$ cat src/rtl/audio_clkgen_multi.sv
// Audio clock generator: mclk, bclk and NUM_LR word clocks from shadowed divisors, reconfigured
// only at lrclk[0] frame boundaries. Define AUDIO_CLKGEN_MULTI_TDM_EN to add the TDM frame-sync mode.
module audio_clkgen_multi #(
    parameter int NUM_LR  = 2,
    parameter int DIV_W   = 8,
    parameter int FRAME_W = 10
) (
    input  logic                      clk,
    input  logic                      reset,
    input  logic                      enable,
    input  logic                      cfg_valid,
    output logic                      cfg_ready,
    input  logic [DIV_W-1:0]          mclk_div,
    input  logic [DIV_W-1:0]          bclk_div,
    input  logic [NUM_LR*FRAME_W-1:0] lr_div,
`ifdef AUDIO_CLKGEN_MULTI_TDM_EN
    input  logic                      tdm_mode,
`endif
    output logic                      mclk,
    output logic                      bclk,
    output logic [NUM_LR-1:0]         lrclk,
    output logic                      bclk_fall,
    output logic                      running
);
    typedef enum logic [1:0] {IDLE, RUN, SWITCH, STOP} state_t;

    localparam logic [DIV_W-1:0]   MCLK_RST = '0;
    localparam logic [DIV_W-1:0]   BCLK_RST = DIV_W'(3);
    localparam logic [FRAME_W-1:0] LR_RST   = FRAME_W'(31);

    state_t                    state_q, state_d;
    logic [DIV_W-1:0]          sh_mclk_q, sh_mclk_d, sh_bclk_q, sh_bclk_d;
    logic [NUM_LR*FRAME_W-1:0] sh_lr_q, sh_lr_d;
    logic [DIV_W-1:0]          pd_mclk_q, pd_bclk_q;
    logic [NUM_LR*FRAME_W-1:0] pd_lr_q;
    logic                      pd_vld_q, pd_vld_d, pd_load;
    logic [DIV_W-1:0]          mclk_cnt_q, mclk_cnt_d, bclk_cnt_q, bclk_cnt_d;
    logic [NUM_LR*FRAME_W-1:0] lr_cnt_q, lr_cnt_d;
    logic                      mclk_q, mclk_d, bclk_q, bclk_d;
    logic                      bclk_fall_q, bclk_fall_d;
    logic [NUM_LR-1:0]         lrclk_q, lrclk_d;
    logic                      cfg_hs, fall_ev, frame_end, clear_all, frame_pol;
`ifdef AUDIO_CLKGEN_MULTI_TDM_EN
    logic                      tdm_q, tdm_d;
`endif

    assign cfg_ready = (state_q == IDLE) || (state_q == RUN);
    assign running   = (state_q != IDLE);
    assign cfg_hs    = cfg_valid && cfg_ready;
    assign mclk      = mclk_q;
    assign bclk      = bclk_q;
    assign lrclk     = lrclk_q;
    assign bclk_fall = bclk_fall_q;

    always_comb begin
        state_d     = state_q;
        sh_mclk_d   = sh_mclk_q;
        sh_bclk_d   = sh_bclk_q;
        sh_lr_d     = sh_lr_q;
        pd_vld_d    = pd_vld_q;
        pd_load     = 1'b0;
        mclk_cnt_d  = mclk_cnt_q;
        bclk_cnt_d  = bclk_cnt_q;
        lr_cnt_d    = lr_cnt_q;
        mclk_d      = mclk_q;
        bclk_d      = bclk_q;
        lrclk_d     = lrclk_q;
        bclk_fall_d = 1'b0;
        clear_all   = 1'b0;
        fall_ev     = 1'b0;
        frame_end   = 1'b0;
`ifdef AUDIO_CLKGEN_MULTI_TDM_EN
        tdm_d       = tdm_q;
        frame_pol   = tdm_q || lrclk_q[0];
`else
        frame_pol   = lrclk_q[0];
`endif

        if (state_q != IDLE) begin
            if (mclk_cnt_q == sh_mclk_q) begin
                mclk_cnt_d = '0;
                mclk_d     = ~mclk_q;
            end else begin
                mclk_cnt_d = mclk_cnt_q + DIV_W'(1);
            end

            if (bclk_cnt_q == sh_bclk_q) begin
                bclk_cnt_d = '0;
                bclk_d     = ~bclk_q;
            end else begin
                bclk_cnt_d = bclk_cnt_q + DIV_W'(1);
            end

            // Word clocks step on the same edge that drops bclk, so they change with bclk low.
            fall_ev     = bclk_q && (bclk_cnt_q == sh_bclk_q);
            bclk_fall_d = fall_ev;
            for (int i = 0; i < NUM_LR; i++) begin
                if (fall_ev) begin
                    if (lr_cnt_q[i*FRAME_W +: FRAME_W] == sh_lr_q[i*FRAME_W +: FRAME_W]) begin
                        lr_cnt_d[i*FRAME_W +: FRAME_W] = '0;
`ifdef AUDIO_CLKGEN_MULTI_TDM_EN
                        lrclk_d[i] = tdm_q ? 1'b1 : ~lrclk_q[i];
`else
                        lrclk_d[i] = ~lrclk_q[i];
`endif
                    end else begin
                        lr_cnt_d[i*FRAME_W +: FRAME_W] = lr_cnt_q[i*FRAME_W +: FRAME_W] + FRAME_W'(1);
`ifdef AUDIO_CLKGEN_MULTI_TDM_EN
                        if (tdm_q) begin
                            lrclk_d[i] = 1'b0;
                        end
`endif
                    end
                end
            end
            frame_end = fall_ev && frame_pol &&
                        (lr_cnt_q[FRAME_W-1:0] == sh_lr_q[FRAME_W-1:0]);
        end

        case (state_q)
            IDLE: begin
                clear_all = 1'b1;
`ifdef AUDIO_CLKGEN_MULTI_TDM_EN
                tdm_d     = tdm_mode;
`endif
                if (cfg_hs) begin
                    sh_mclk_d = mclk_div;
                    sh_bclk_d = bclk_div;
                    sh_lr_d   = lr_div;
                end
                if (enable) begin
                    state_d = RUN;
                end
            end
            RUN: begin
                if (cfg_hs) begin
                    pd_load  = 1'b1;
                    pd_vld_d = 1'b1;
                end
                if (!enable) begin
                    state_d = STOP;
                end else if (cfg_hs) begin
                    state_d = SWITCH;
                end
            end
            SWITCH: begin
                if (frame_end) begin
                    clear_all = 1'b1;
                    sh_mclk_d = pd_mclk_q;
                    sh_bclk_d = pd_bclk_q;
                    sh_lr_d   = pd_lr_q;
                    pd_vld_d  = 1'b0;
                    state_d   = enable ? RUN : IDLE;
                end else if (!enable) begin
                    state_d = STOP;
                end
            end
            STOP: begin
                if (frame_end) begin
                    clear_all = 1'b1;
                    if (pd_vld_q) begin
                        sh_mclk_d = pd_mclk_q;
                        sh_bclk_d = pd_bclk_q;
                        sh_lr_d   = pd_lr_q;
                    end
                    pd_vld_d = 1'b0;
                    state_d  = IDLE;
                end
            end
            default: state_d = IDLE;
        endcase

        // Restart point: every counter and clock returns to 0 so the next RUN is frame-aligned.
        if (clear_all) begin
            mclk_cnt_d  = '0;
            bclk_cnt_d  = '0;
            lr_cnt_d    = '0;
            mclk_d      = 1'b0;
            bclk_d      = 1'b0;
            lrclk_d     = '0;
            bclk_fall_d = 1'b0;
        end
    end

    always_ff @(posedge clk or posedge reset) begin
        if (reset) begin
            state_q     <= IDLE;
            sh_mclk_q   <= MCLK_RST;
            sh_bclk_q   <= BCLK_RST;
            sh_lr_q     <= {NUM_LR{LR_RST}};
            pd_vld_q    <= 1'b0;
            mclk_cnt_q  <= '0;
            bclk_cnt_q  <= '0;
            lr_cnt_q    <= '0;
            mclk_q      <= 1'b0;
            bclk_q      <= 1'b0;
            lrclk_q     <= '0;
            bclk_fall_q <= 1'b0;
`ifdef AUDIO_CLKGEN_MULTI_TDM_EN
            tdm_q       <= 1'b0;
`endif
        end else begin
            state_q     <= state_d;
            sh_mclk_q   <= sh_mclk_d;
            sh_bclk_q   <= sh_bclk_d;
            sh_lr_q     <= sh_lr_d;
            pd_vld_q    <= pd_vld_d;
            mclk_cnt_q  <= mclk_cnt_d;
            bclk_cnt_q  <= bclk_cnt_d;
            lr_cnt_q    <= lr_cnt_d;
            mclk_q      <= mclk_d;
            bclk_q      <= bclk_d;
            lrclk_q     <= lrclk_d;
            bclk_fall_q <= bclk_fall_d;
`ifdef AUDIO_CLKGEN_MULTI_TDM_EN
            tdm_q       <= tdm_d;
`endif
        end
    end

    // Pending divisors are only meaningful while pd_vld_q is set, so they need no reset.
    always_ff @(posedge clk) begin
        if (pd_load) begin
            pd_mclk_q <= mclk_div;
            pd_bclk_q <= bclk_div;
            pd_lr_q   <= lr_div;
        end
    end

endmodule

$ cat config.mk
export PLATFORM = sky130hd
export DESIGN_NAME = audio_clkgen_multi
export DESIGN_NICKNAME = d
export VERILOG_FILES = /design/src/rtl/audio_clkgen_multi.sv
export SDC_FILE = /design/constraint.sdc
export NUM_CORES = 1
export LEC_CHECK = 0
export ABC_AREA = 1
export ABC_CLOCK_PERIOD_IN_PS = 2700
export BUFFER_PORTS_ARGS = -buffer_cell sky130_fd_sc_hd__clkbuf_2
export CAP_MARGIN = 20
export CORE_ASPECT_RATIO = 0.75
export CORE_MARGIN = 2
export CORE_UTILIZATION = 56
export CTS_BUF_LIST = sky130_fd_sc_hd__clkbuf_4
export CTS_CLUSTER_DIAMETER = 120
export DETAILED_ROUTE_END_ITERATION = 10
export PLACE_DENSITY = 0.78
export SLEW_MARGIN = 20
export SYNTH_ARGS = -nofsm -noshare
export SYNTH_HDL_FRONTEND = slang
export SYNTH_SLANG_ARGS = --single-unit
export TNS_END_PERCENT = 1
$ cat constraint.sdc
create_clock -name clk -period 2.7 [get_ports clk]
set_clock_uncertainty 0.05 [all_clocks]
set_input_delay 0.405 -clock clk [delete_from_list [all_inputs] [get_ports clk]]
set_output_delay 0.405 -clock clk [all_outputs]
set_load 0.02 [all_outputs]
==> results.cfg, run 1 <==
[run_status]
status = finished, final reports clean

[routing]
drt_iter0_drc = 341
drt_pass1_iterations = 5
finalWirelength_mm = 12.7
ant_nets = 0
vias = 4750
via_per_inst = 5.24
wl_per_cell_um = 14.0
drc_errors = 0

[cells_and_area]
area_delta_synth_final_pct = 16.5
seq_area_um2 = 3100
multiInputGateArea_um2 = 2330
utilization = 0.682
drive_gt1_frac = 0.150
nets = 804
num-fill-cells = 763
final_cell_mix = nand2_1 (261), dfrtp_1 (68), nand3_1 (66), nor2_1 (53), clkbuf_2 (46)
layout.cells.non_filler = 906
final_common_cell = nand2_1

[clocking]
clk_pin_slew_ns = 0.10
htree_num_levels = 4
cts_buffer_depth = 2
cts_sinks = 116
cts-resized-gates = 0
numCtsBuffers = 17
cts_root_buf = clkbuf_4
cts_tree = done
clk_latency_ns = 0.52

[logic_synthesis]
syn-num-nets = 719
synth-seq-cells = 116
syn_area_um2 = 5740
synth.avg_cell_area_um2 = 8.50
ys_seq_area_frac = 0.540
syn_inst = 675
synth_cell_types = 36
yosys_warnings = 0

[timing]
timing.final.crit_share = 0.930
fin_crit_ns = 2.51
setup_viol = 0
grt_setup_unrepaired = no
drv_slew = 0
tightest_slew_ns = 0.770
slew_headroom = 0.486
max_freq_mhz = 398
hold_viol = 0
fin_setup_tns_ns = 0

[pwr]
total_power_mw = 6.38
p_per_area_nw_per_um2 = 954
vdd_drop_max_v = 0.000561
power_leakage_nw = 3.29

[worst_setup_path]
critPathRequiredTime_ns = 2.25
worstPathArrival_ns = 2.06
criticalPathCategory = reg2out
rr_endpoint = sh_lr_q[19]$_DFFE_PP0P_
reg2reg_from = sh_lr_q[0]$_DFFE_PP1P_
cp_max_fo = 25
r2r_cells = 11
crit_path_start = state_q[1]$_DFFE_PP0P_
startpoint_type = flop
crit_end = cfg_ready
cp-end-kind = primary output
r2r_setup_slack_ns = 0.50

[grt]
use_met1 = 0.329
grt_max_degree = 81
met2_usage = 0.399
grt_pass1_vias = 4569
busiest_layer = met2
antenna_found_initial = 1
grt_util_met3 = 0.0721
grt_overflow_total = 0
grt_usage = 0.249
grt_pass1_wl_mm = 21.5

[floorplan]
chipWidth_um = 121
ioPinCount = 47
placementRows = 31
die_area_um2 = 11100
start_util = 0.585
core_area_um2 = 9810
die_y_um = 91.7

[placed_design]
gp_congestion = 0.844
dp_cells = 839
numPortBuffers = 46
dp_hpwl_mm = 8.16

[flow_run]
drv_cap = 0

[worst_hold_path]
hp-class = in2reg
## worst min path at each step
stage,start,to,depth (start not counted)
global route,lr_div[15],pd_lr_q[15]$_DFFE_PP_,1
floorplan,sh_lr_q[14]$_DFFE_PP1P_,sh_lr_q[14]$_DFFE_PP1P_,2
global placement,sh_lr_q[4]$_DFFE_PP1P_,sh_lr_q[4]$_DFFE_PP1P_,2
detailed placement,sh_lr_q[4]$_DFFE_PP1P_,sh_lr_q[4]$_DFFE_PP1P_,2
CTS,mclk_div[1],pd_mclk_q[1]$_DFFE_PP_,1
finish,lr_div[18],pd_lr_q[18]$_DFFE_PP_,1
## through the flow
step,area (um2),setup slack [ns],hold slack [ns]
3_5_place_dp,6100,0.502,0.413
5_1_grt,6690,0.0519,0.00813
2_1_floorplan,5740,0.0464,0.398
6_report,6690,0.189,0.0569
3_3_place_gp,6100,0.634,0.414
4_1_cts,6670,0.166,0.00105
## layout make-up
type / count / area share
Clock inverter: 12 / 0.0137
Sequential cell: 116 / 0.463
Clock buffer: 20 / 0.0224
Tap cell: 132 / 0.0247
Antenna cell: 1 / 0.000374
Timing Repair Buffer: 89 / 0.0991
Multi-Input combinational cell: 487 / 0.349
Inverter: 49 / 0.0275
## logic make-up (layout without fill, tap and decap cells)
group                      Yosys count  in the layout  share of synthesized area
and+or+nand+nor                    406            406                      0.299
xor gates and xnor gates            41             41                     0.0626
adders and majority gates            4              4                    0.00872
AOI/OAI and AO/OA                   36             36                     0.0351
buffers and inverters               72            170                     0.0547
DFF                                116            116                      0.540
other                                0              1                          0
## routing by layer
metal | up-vias | share of wire
li1 | 2330 | -
met1 | 2278 | 0.46
met2 | 126 | 0.48
met3 | 16 | 0.050
met4 | 0 | 0.014
met5 | - | 0
## cells in the mapped netlist
master	number	area (um2)
nand2_1	261	980
dfrtp_1	68	1700
nand3_1	66	330
nor2_1	54	203
inv_1	45	169
edfxtp_1	36	1080
xor2_1	30	263
o21ai_0	15	75.1
dfstp_2	12	315
xnor2_1	11	96.3
clkbuf_1	9	33.8
o21ai_1	9	45.0
a21oi_1	7	35.0
buf_2	5	25.0
nand4_1	5	31.3
buf_4	4	30.0
ha_1	4	50.1
inv_2	4	15.0
nor2_2	4	25.0
buf_6	3	33.8
nand2_4	3	33.8
buf_1	2	7.51
nor3_1	2	10.0
nor4_1	2	12.5
o21a_1	2	15.0
or2_2	2	12.5
and3_1	1	6.26
nand2_2	1	6.26
nand3_2	1	10.0
nand3b_1	1	7.51
nand4_4	1	21.3
nor2_8	1	20.0
nor3b_1	1	7.51
o2111ai_1	1	8.76
o21ai_4	1	16.3
o22ai_1	1	6.26
## worst max-delay path, cell delays in order, from the launching register on
cell	delay, ns
dfrtp_1	0.45
buf_4	0.22
inv_1	0.57
clkbuf_2	0.29
## sequential cells by signal, indices dropped and copies added (netlist names), 2 cells and up
name and count:
pd_lr_q 20, sh_bclk_q 8, lr_cnt_q 20, lrclk 2
mclk_cnt_q 8, pd_bclk_q 8, state_q 2, bclk_cnt_q 8
pd_mclk_q 8, sh_mclk_q 8, sh_lr_q 20
## what timing repair did
item | CTS | global route
buffers inserted | 0 | 0
endpoints found under the setup margin | 0 | 0
hold buffers | 32 | 2
hold endpoints to repair | 99 | 2
## report_power, final
part | leakage [nW] | switching (mW) | internal, mW
registers | 1.34 | 0.389 | 2.36
clock network | 0.127 | 0.660 | 0.470
logic | 1.82 | 1.64 | 0.860
total | 3.29 | 2.69 | 3.69
No activity file was read; power rests on OpenSTA's default activity.
==> run 2: changes to the inputs <==
- ABC_AREA: 1 -> not set
- PLACE_DENSITY: 0.78 -> 0.79
==> results.cfg, run 2 <==
[logic_synthesis]
ys_async_sr_fraction = 0.690
syn_area_um2 = 5450
synth.avg_cell_area_um2 = 12.4
syn_inst = 438
synth-seq-cells = 116
yosys.cell_count.top_type = dfrtp_1
synth_common_cells = dfrtp_1 (68), mux2_2 (66), xnor2_1 (42)
synth_cell_types = 43
syn-num-nets = 482
ys.flop_type = dfrtp_1
netlist.area_leader.share = 0.312
synth-edff-count = 36
ys_top_cells_by_area = dfrtp_1 (31%), edfxtp_1 (20%), mux2_2 (14%)
yosys_warnings = 0
synth_top_area_cell = dfrtp_1
ys_seq_area_frac = 0.569

[worst_setup_path]
cp_slowest_cell = dfstp_2
path_buf_inv = 1
critPathRequiredTime_ns = 3.04
cp_cell_sequence = xnor2_1 > and4_1 > and3_1 > nand4_2 > o22ai_4 > buf_4 > mux2_2
startpoint_type = flop
worstPathArrival_ns = 2.83
cp-end-kind = flop
cp_max_fo = 23
criticalPathCategory = reg2reg
cpPeakStageDelay_ns = 0.56
critPathTopFamily = simple AND/OR/NAND/NOR gates

[clocking]
cts_sinks = 116
cts_tree = done
cts_buffer_depth = 2
clk_pin_slew_ns = 0.10
cts_root_buf = clkbuf_4
clk_latency_ns = 0.51
htree_num_levels = 4
numCtsBuffers = 17

[cells_and_area]
reg.largest.list = lr_cnt_q: 20 flops, pd_lr_q: 20 flops, sh_lr_q: 20 flops
final_cell_mix = dfrtp_1 (67), mux2_2 (66), clkbuf_2 (46), xnor2_1 (42), nor2_1 (39)
nets = 582
antenna_cells = 0
area_delta_synth_final_pct = 19.2
final_common_cell = dfrtp_1
num-fill-cells = 721
drive_gt1_frac = 0.314

[timing]
fin_crit_ns = 2.48
fin_ws_ns = 0.216
grt_setup_unrepaired = no
setup_viol = 0
slew_headroom = 0.548
timing.final.crit_share = 0.920
max_freq_mhz = 403
drv_slew = 0
hold_viol = 0
tightest_slew_ns = 0.678
fin_setup_tns_ns = 0

[routing]
finalWirelength_mm = 10.7
vias = 3674
drt_iter0_drc = 163
drc_errors = 0
ant_nets = 0
wl_per_cell_um = 15.7
via_per_inst = 5.38
drt_pass1_iterations = 4

[pwr]
power_leakage_nw = 2.62
vdd_drop_max_v = 0.000430
p_per_area_nw_per_um2 = 620

[grt]
grt_usage = 0.225
grt_pass1_vias = 3764
antenna_found_initial = 0
grt_overflow_total = 0
grt_max_degree = 41
grt_pass1_wl_mm = 18.1

[placed_design]
place_ws_ns = 0.217
numPortBuffers = 46
gp_congestion = 0.840
dp_hpwl_mm = 7.19

[worst_hold_path]
hp-class = in2reg

[floorplan]
placementRows = 31
chipWidth_um = 118
die_y_um = 89.4
start_util = 0.571
ioPinCount = 47
die_area_um2 = 10500
core_area_um2 = 9540

[flow_run]
drv_cap = 0

[run_status]
status = finished, final reports clean
[run 2: cell count changes in the layout (fill, tap and decap cells not counted), sizes merged, moves of 20 or more]
cell   before  now
nand2     265   25
mux2        0   72
nand3      67   20
inv        49   10
xnor2      11   42
nor2       59   39
[run 2: repair_timing]
item	4_1_cts	5_1_grt
setup buffers	0	0
hold endpoints to repair	53	5
hold buffers	31	5
resized for setup	0	0
[run 2: through the flow]
stage,std cells,utilization,hold slack [ns],power (mW),area [um2]
floorplan,438,-,0.415,2.66,5450
global placement,615,0.616,0.420,2.80,5870
detailed placement,615,0.616,0.425,2.84,5870
CTS,678,0.675,0.0000724,4.06,6440
global route,683,0.681,0.0130,4.26,6490
finish,683,0.681,0.0754,4.03,6490
[run 2: path summary, 6_finish.rpt]
| kind | slack, ns | cells past startpoint | start | to |
|---|---|---|---|---|
| setup / recovery | 0.22 | 7 | sh_bclk_q[1]$_DFFE_PP1P_ | sh_bclk_q[4]$_DFFE_PP0P_ |
| hold / removal | 0.08 | 1 | bclk_div[5] | pd_bclk_q[5]$_DFFE_PP_ |
| setup reg to reg | 0.22 | 7 | sh_bclk_q[1]$_DFFE_PP1P_ | sh_bclk_q[4]$_DFFE_PP0P_ |
| hold reg to reg | 0.45 | 1 | lr_cnt_q[9]$_DFFE_PP0P_ | lr_cnt_q[9]$_DFFE_PP0P_ |
| max in group asynchronous | 1.48 | 4 | reset | sh_lr_q[13]$_DFFE_PP1P_ |
| min in group asynchronous | 0.43 | 3 | reset | mclk_cnt_q[6]$_DFFE_PP0P_ |
[run 2: cell families (layout without fill, tap and decap cells)]
group / after synthesis / count (layout) / synth area share
XOR/XNOR: 55 / 55 / 0.0884
AO/OA/AOI/OAI: 43 / 43 / 0.0519
buffers and inverters: 23 / 136 / 0.0202
adder cells (fa/ha/maj): 4 / 4 / 0.00919
AND/OR/NAND/NOR: 125 / 125 / 0.113
multiplexers: 72 / 72 / 0.149
flip-flops: 116 / 116 / 0.569
[run 2: layer usage]
layer | vias up | global-route usage | routed length, um
li1 | 1767 | - | -
met1 | 1809 | 0.296 | 5080
met2 | 88 | 0.365 | 5020
met3 | 10 | 0.0689 | 481
met4 | 0 | 0.0734 | 120
met5 | - | 0 | 0
[run 2: worst reg2reg max path: stages, from the launching register on]
cell and delay [ns]:
dfstp_2 0.56, xnor2_1 0.14, and4_1 0.23, and3_1 0.25, nand4_2 0.18, o22ai_4 0.21, buf_4 0.36, mux2_2 0.39
[run 2: layout make-up]
type	instances	area, um2	area share
clock buffer	19	143	0.0220
clock inverter	13	118	0.0181
inverter	10	37.5	0.00578
multi-input combinational	299	2240	0.345
sequential	116	3100	0.477
tap	132	165	0.0254
timing repair buffer	94	693	0.107
[run 2: report_power, final]
part	internal (mW)	leakage [nW]	total (mW)	switching, mW
clock	0.550	0.138	1.18	0.631
sequential	1.99	1.29	2.19	0.201
combinational	0.356	1.18	0.658	0.302
total	2.89	2.62	4.03	1.14
==> run 3: changes to the inputs <==
- CORE_UTILIZATION: 56 -> 35
- PLACE_DENSITY: 0.79 -> not set
==> results.cfg, run 3 (same netlist as run 2, synthesis figures left out) <==
[pwr]
total_power_mw = 4.33
intPower_mw = 3.16
p_per_area_nw_per_um2 = 645
pwr-share-clk = 0.346
swShare = 0.270
power_leakage_nw = 2.66
power_switching_mw = 1.17
pwr-share-comb = 0.150
vdd_drop_max_v = 0.000286
pwr-share-seq = 0.504

[placed_design]
numPortBuffers = 46
place_area_um2 = 6010
dp_cells = 690
gp_congestion = 0.839
place_ws_ns = 0.310
dp_hpwl_mm = 7.53

[routing]
wl_per_cell_um = 14.3
drt_pass1_iterations = 4
via_per_inst = 4.69
finalWirelength_mm = 10.9
drt_iter0_drc = 298
drc_errors = 0
vias = 3562
ant_nets = 0

[worst_setup_path]
cp_slowest_cell = dfstp_2
startpoint_type = flop
r2r_setup_slack_ns = 0.29
reg2reg_from = sh_lr_q[2]$_DFFE_PP1P_
r2r_cells = 7
rr_endpoint = sh_bclk_q[4]$_DFFE_PP0P_
critPathTopFamily = simple AND/OR/NAND/NOR gates
worstPathArrival_ns = 2.74
cp-end-kind = flop
cp_max_fo = 30
cpPeakStageDelay_ns = 0.56
cp_cell_sequence = xnor2_1 > nand4_1 > nor3_4 > nand4_2 > o22ai_4 > buf_12 > mux2_2
critPathRequiredTime_ns = 3.04
path_buf_inv = 1
criticalPathCategory = reg2reg

[cells_and_area]
nets = 585
drive_gt1_frac = 0.318
final_cell_area_um2 = 6720
layout.cells.non_filler = 759
num-fill-cells = 1431
final_common_cell = dfrtp_1
antenna_cells = 0
utilization = 0.441
multiInputGateArea_um2 = 2240
reg.largest.list = lr_cnt_q: 20 flops, pd_lr_q: 20 flops, sh_lr_q: 20 flops
area_delta_synth_final_pct = 23.3
seq_area_um2 = 3100
final_cell_mix = dfrtp_1 (67), mux2_2 (66), clkbuf_2 (46), xnor2_1 (42), nor2_1 (39)

[grt]
grt_pass1_wl_mm = 18.4
grt_pass1_vias = 3643
antenna_found_initial = 0
grt_max_degree = 38
grt_usage = 0.140
grt_overflow_total = 0

[floorplan]
ioPinCount = 47
placementRows = 39
die_y_um = 112
start_util = 0.358
die_area_um2 = 16600
core_area_um2 = 15200
chipWidth_um = 148

[clocking]
numCtsBuffers = 17
cts_tree = done
cts-resized-gates = 0
cts_root_buf = clkbuf_4
htree_num_levels = 4
cts_buffer_depth = 2
clk_latency_ns = 0.50
clk_pin_slew_ns = 0.12
cts_sinks = 116

[worst_hold_path]
min_from = cfg_valid
hold_depth = 3
whs_endpoint = state_q[1]$_DFFE_PP0P_
hp-class = in2reg

[timing]
max_freq_mhz = 415
fin_setup_tns_ns = 0
hold-worst-slack_ns = 0.204
fin_crit_ns = 2.41
drv_slew = 0
slew_headroom = 0.443
hold_viol = 0
timing.final.crit_share = 0.891
grt_setup_unrepaired = no
tightest_slew_ns = 0.835
fin_ws_ns = 0.293
setup_viol = 0

[run_status]
status = finished, final reports clean

[flow_run]
drv_cap = 0
-- run 3: changes by cell type in the layout (fill, tap and decap cells not counted), sizes merged --
cell	change
inv	+1
clkbuf	-2
clkinvlp	+2
clkinv	-4
buf	+2
bufinv	+3
dlygate4sd3	+1
-- run 3: cell type report --
cell class,instances,share of cell area
timing repair buffer,97,0.111
tap,205,0.0382
inverter,10,0.00559
clock inverter,15,0.0315
multi-input combinational,299,0.334
clock buffer,17,0.0190
sequential,116,0.462
-- run 3: worst max-delay path by stage --
stage                                start                        to  slack (ns)  depth (start not counted)
floorplan                            reset          bclk$_DFFE_PP0P_        0.21                          1
global placement    sh_lr_q[2]$_DFFE_PP1P_    sh_lr_q[7]$_DFFE_PP0P_        0.36                          7
finish              sh_lr_q[2]$_DFFE_PP1P_  sh_bclk_q[4]$_DFFE_PP0P_        0.29                          7
detailed placement  sh_lr_q[2]$_DFFE_PP1P_  sh_bclk_q[4]$_DFFE_PP0P_        0.31                          7
global route        sh_lr_q[2]$_DFFE_PP1P_  sh_mclk_q[6]$_DFFE_PP0P_        0.10                          7
CTS                 sh_lr_q[2]$_DFFE_PP1P_  sh_mclk_q[6]$_DFFE_PP0P_        0.27                          7
-- run 3: power groups by stage --
| stage | logic, mW | registers, mW | clock network (mW) |
|---|---|---|---|
| floorplan | 0.470 | 2.19 | 0 |
| global placement | 0.597 | 2.21 | 0 |
| detailed placement | 0.617 | 2.22 | 0 |
| CTS | 0.630 | 2.18 | 1.55 |
| global route | 0.748 | 2.22 | 1.64 |
| finish | 0.651 | 2.18 | 1.50 |
-- run 3: repair_timing --
item,in CTS,in global routing
hold buffers,6,31
setup buffers,0,0
endpoints found under the hold margin,16,31
-- run 3: per-layer routing --
layer | vias to the layer above | global-route usage | routed length, um
li1 | 1774 | - | -
met1 | 1708 | 0.203 | 5570
met2 | 74 | 0.206 | 4760
met3 | 6 | 0.0435 | 470
met4 | 0 | 0.0362 | 94
met5 | - | 0 | 0
-- run 3: worst register-to-register path: cells and delay by family, from the launching register on --
kind            cells  cell delay (ns)
simple gates        3             0.70
compound gates      1             0.24
mux                 1             0.37
flops               1             0.56
buf+inv             1             0.24
xor+xnor            1             0.14
